### config.mk
export PLATFORM = sky130hd
export DESIGN_NAME = ap_hs_initiator
export DESIGN_NICKNAME = d
export VERILOG_FILES = /design/src/rtl/ap_hs_initiator.sv
export SDC_FILE = /design/constraint.sdc
export NUM_CORES = 1
export LEC_CHECK = 0
export ABC_AREA = 1
export CAP_MARGIN = 40
export CORE_MARGIN = 5
export CORE_UTILIZATION = 25
export CTS_CLUSTER_DIAMETER = 150
export DETAILED_ROUTE_END_ITERATION = 16
export PLACE_DENSITY = 0.53
export SLEW_MARGIN = 25
export SYNTH_ARGS = -nofsm -noshare
export SYNTH_HDL_FRONTEND = slang
export SYNTH_SLANG_ARGS = --single-unit
### constraint.sdc
create_clock -name clock -period 3.95 [get_ports clock]
set_input_delay 0.79 -clock clock [delete_from_list [all_inputs] [get_ports clock]]
set_output_delay 0.79 -clock clock [all_outputs]
set_load 0.01 [all_outputs]
### src/rtl/ap_hs_initiator.sv
`default_nettype none
// ap_hs_initiator: drives the ap_ctrl_hs start/ready/done handshake of an HLS kernel,
// returning the captured result, start-to-done latency and a completed-transaction count.
module ap_hs_initiator #(
  parameter int DATA_W = 3,
  parameter int RES_W  = 4,
  parameter int LAT_W  = 16
) (
  input  logic              clock,
  input  logic              reset,
  input  logic              req_valid,
  output logic              req_ready,
  input  logic [DATA_W-1:0] req_a,
  input  logic [DATA_W-1:0] req_b,
  output logic              ap_start,
  input  logic              ap_ready,
  input  logic              ap_done,
  output logic [DATA_W-1:0] dut_a,
  output logic [DATA_W-1:0] dut_b,
  input  logic [RES_W-1:0]  dut_sum,
  output logic              rsp_valid,
  input  logic              rsp_ready,
  output logic [RES_W-1:0]  rsp_sum,
  output logic [LAT_W-1:0]  rsp_latency,
  output logic [LAT_W-1:0]  txn_count,
  output logic              busy,
  output logic              protocol_err
);

  typedef enum logic [1:0] {
    IDLE      = 2'd0,
    START     = 2'd1,
    WAIT_DONE = 2'd2,
    RESP      = 2'd3
  } state_t;

  state_t             state_q, state_d;
  logic               ap_start_q, ap_start_d;
  logic [DATA_W-1:0]  dut_a_q, dut_a_d;
  logic [DATA_W-1:0]  dut_b_q, dut_b_d;
  logic [RES_W-1:0]   rsp_sum_q, rsp_sum_d;
  logic [LAT_W-1:0]   rsp_lat_q, rsp_lat_d;
  logic [LAT_W-1:0]   lat_q, lat_d;
  logic [LAT_W-1:0]   lat_inc;
  logic [LAT_W-1:0]   txn_q, txn_d;
  logic               perr_q, perr_d;

  always_ff @(posedge clock) begin
    if (reset) begin
      state_q    <= IDLE;
      ap_start_q <= 1'b0;
      dut_a_q    <= '0;
      dut_b_q    <= '0;
      rsp_sum_q  <= '0;
      rsp_lat_q  <= '0;
      lat_q      <= '0;
      txn_q      <= '0;
      perr_q     <= 1'b0;
    end else begin
      state_q    <= state_d;
      ap_start_q <= ap_start_d;
      dut_a_q    <= dut_a_d;
      dut_b_q    <= dut_b_d;
      rsp_sum_q  <= rsp_sum_d;
      rsp_lat_q  <= rsp_lat_d;
      lat_q      <= lat_d;
      txn_q      <= txn_d;
      perr_q     <= perr_d;
    end
  end

  // lat_q always holds the inclusive cycle count of the current cycle, so it is
  // loaded with 1 on accept and captured as-is when ap_done arrives.
  assign lat_inc = (lat_q == '1) ? lat_q : lat_q + LAT_W'(1);

  always_comb begin
    state_d    = state_q;
    ap_start_d = 1'b0;
    dut_a_d    = dut_a_q;
    dut_b_d    = dut_b_q;
    rsp_sum_d  = rsp_sum_q;
    rsp_lat_d  = rsp_lat_q;
    lat_d      = lat_q;
    txn_d      = txn_q;
    perr_d     = perr_q;
    unique case (state_q)
      IDLE: begin
        if (ap_done) perr_d = 1'b1;
        if (req_valid) begin
          dut_a_d    = req_a;
          dut_b_d    = req_b;
          lat_d      = LAT_W'(1);
          ap_start_d = 1'b1;
          state_d    = START;
        end
      end
      START: begin
        lat_d = lat_inc;
        if (ap_done) begin
          rsp_sum_d = dut_sum;
          rsp_lat_d = lat_q;
          state_d   = RESP;
          if (!ap_ready) perr_d = 1'b1;
        end else if (ap_ready) begin
          state_d = WAIT_DONE;
        end else begin
          ap_start_d = 1'b1;
        end
      end
      WAIT_DONE: begin
        lat_d = lat_inc;
        if (ap_done) begin
          rsp_sum_d = dut_sum;
          rsp_lat_d = lat_q;
          state_d   = RESP;
        end
      end
      RESP: begin
        if (ap_done) perr_d = 1'b1;
        if (rsp_ready) begin
          txn_d   = txn_q + LAT_W'(1);
          state_d = IDLE;
        end
      end
      default: state_d = IDLE;
    endcase
  end

  assign req_ready    = (state_q == IDLE);
  assign ap_start     = ap_start_q;
  assign dut_a        = dut_a_q;
  assign dut_b        = dut_b_q;
  assign rsp_valid    = (state_q == RESP);
  assign rsp_sum      = rsp_sum_q;
  assign rsp_latency  = rsp_lat_q;
  assign txn_count    = txn_q;
  assign busy         = (state_q != IDLE);
  assign protocol_err = perr_q;

endmodule
`default_nettype wire

==> results.json <==
{
  "worst_ep_required_time_ps": 3160,
  "track_usage": 0.115,
  "layout_commonest_cell": "nand2_1",
  "firstDrtPassIters": 4,
  "vdd_ir_drop_max_uv": 190,
  "reg2reg_to": "rsp_latency[1]",
  "die_h_microns": 117,
  "drc": 0,
  "status": "complete, no violations",
  "layout_common_cells": "nand2_1, nor2_1, dfxtp_1, clkdlybuf4s50_1, inv_1",
  "routed_wirelength_mm": 7.41,
  "nFillCells": 1220,
  "ant_nets": 0,
  "synth_cell_types": 26,
  "vias_per_cell": 4.34,
  "fin_setup_tns_ps": 0,
  "place_congestion": 0.903,
  "rows": 39,
  "clock_sinks": 62,
  "drt_iter0_markers": 217,
  "die_x_microns": 117,
  "postCtsHoldBufs": 0,
  "gr-total-overflow": 0,
  "cp.arrival_ps": 1760,
  "path_clk_slew_ps": 50,
  "syn2layout_area_growth_pct": 36.8,
  "clockBufferDepth": 2,
  "ys_warn_count": 0,
  "tightest_slew_ps": 540,
  "final_nets": 493,
  "finalHoldViolCount": 0,
  "min_to": "protocol_err",
  "clock_skew_ps": 5.89,
  "fin_crit_sh": 0.645,
  "p_leak_nw": 1.52,
  "wl_per_cell_microns": 12.0,
  "synth.net_count": 426,
  "io_pins": 63,
  "htree_levels": 3,
  "drv_cap": 0,
  "cts_setup_buffers": 0,
  "grt_max_degree": 18,
  "insertion_delay_ps": 320,
  "ctsResizeCount": 0,
  "crit_path_max_fanout": 5,
  "relSlewSlack": 0.640,
  "grt_busiest_layer": "met2",
  "fmax_mhz": 393,
  "ff2ff_setup_slack_ps": 1860,
  "port-buffer-count": 62,
  "r2r_cells": 7,
  "setup_viol": 0,
  "core_area_sq_um": 11300,
  "drive_gt1_frac": 0.0550,
  "hold_depth": 2,
  "r2r_start": "state_q[0]",
  "cts_tree": "done",
  "cts_root_buffer": "clkbuf_16",
  "crit_type": "reg2out",
  "setup_slack_ps": 1400,
  "rsz0062_at_grt": "no",
  "grt_use_met1": 0.148,
  "power_density_nw_per_um2": 610,
  "synth-seq-cells": 62,
  "grt_pass1_wl_mm": 12.3,
  "dieArea_sq_um": 13600,
  "via_count": 2676,
  "startpoint_type": "flip-flop",
  "synth.cell_area_sq_um": 2850,
  "syn-mean-instance-area_sq_um": 7.08,
  "period_minus_slack_ps": 2550,
  "dpl.hpwl_mm": 5.64,
  "antenna_cells": 0,
  "end_kind": "output port",
  "postSynthCellCount": 403,
  "cts_buffers": 9,
  "grt_use_met3": 0.0370,
  "hold_start": "protocol_err",
  "hold_path.class": "reg2reg",
  "use_met2": 0.184,
  "grt_pass1_vias": 2531,
  "antenna_found_initial": 0,
  "slew_viol_final": 0,
  "synth-seq-area-share": 0.435,
  "start_util": 0.252,
  "dp_slack_ps": 1460
}
[metal layers]
layer  wire length, microns  up-vias
met5                      0        -
met4                     59        0
met1                   3580     1192
met3                    382        4
met2                   3390       47
li1                       -     1433
[critical path, cell delays in order, from the launching register on]
cell	delay, ps
dfxtp_1	390
inv_1	100
ha_1	240
inv_1	150
clkdlybuf4s50_1	560
[report_power, final]
part	internal, W	switching [W]
combinational	0.000370	0.000500
sequential	0.000748	0.0000778
clock	0.000432	0.000253
[flip-flops by register name, summed over array words and instances, names as in the netlist]
| signal | count |
|---|---|
| protocol_err | 1 |
| dut_a | 3 |
| txn_count | 16 |
| lat_q | 16 |
| state_q | 2 |
| rsp_sum | 4 |
| ap_start | 1 |
| dut_b | 3 |
| rsp_latency | 16 |
[cells by family (layout without fill, tap and decap cells)]
group | Yosys count | after routing | synth area share
AND/OR/NAND/NOR | 191 | 191 | 0.288
adder cells (fa/ha/maj) | 7 | 7 | 0.0307
flip-flops | 62 | 62 | 0.435
XOR/XNOR | 5 | 5 | 0.0154
buffers and inverters | 59 | 129 | 0.0803
AO/OA/AOI/OAI | 79 | 79 | 0.150
[area by class of cell]
type / instances / area (sq um) / area share
inverters: 49 / 184 / 0.0472
repair buffers: 66 / 658 / 0.169
flip-flops and latches: 62 / 1240 / 0.318
clock inverters: 2 / 10.0 / 0.00257
clock buffers: 12 / 246 / 0.0632
well taps: 143 / 179 / 0.0459
multi-input cells: 282 / 1380 / 0.354
[worst max-delay path by stage]
stage | from | end | depth (start not counted) | slack [ps]
after floorplan | rsp_ready | txn_count[15] | 9 | 2240
after global placement | ap_done | rsp_latency[13] | 5 | 1350
after detailed placement | ap_done | rsp_latency[1] | 6 | 1460
after CTS | state_q[0] | busy | 4 | 1370
after global routing | state_q[0] | busy | 4 | 1280
final | state_q[0] | busy | 4 | 1400
[synthesized netlist by cell type (all sizes together)]
| cell type | instances | area, sq um |
|---|---|---|
| a211oi | 1 | 7.51 |
| a21oi | 31 | 178 |
| buf | 5 | 26.3 |
| clkbuf | 5 | 18.8 |
| dfxtp | 62 | 1240 |
| ha | 7 | 87.6 |
| inv | 49 | 184 |
| nand2 | 79 | 307 |
| nand3 | 19 | 95.1 |
| nand4 | 5 | 46.3 |
| nor2 | 73 | 292 |
| nor3 | 12 | 60.1 |
| nor3b | 3 | 22.5 |
| o211ai | 1 | 7.51 |
| o21a | 2 | 15.0 |
| o21ai | 44 | 220 |
| xnor2 | 1 | 8.76 |
| xor2 | 4 | 35.0 |
[per-stage QoR]
stage                     total power, W  instance area, sq um  std cells  hold WS (ps)   util
final                            0.00238                  3900        616           463  0.344
after global routing             0.00255                  3900        616           480  0.344
after CTS                        0.00242                  3900        616           468  0.344
after detailed placement         0.00172                  3640        602           450  0.322
after global placement           0.00170                  3630        601           447  0.321
after floorplan                  0.00133                  2850        403           443      -
Power figures use the tool's default switching activity.
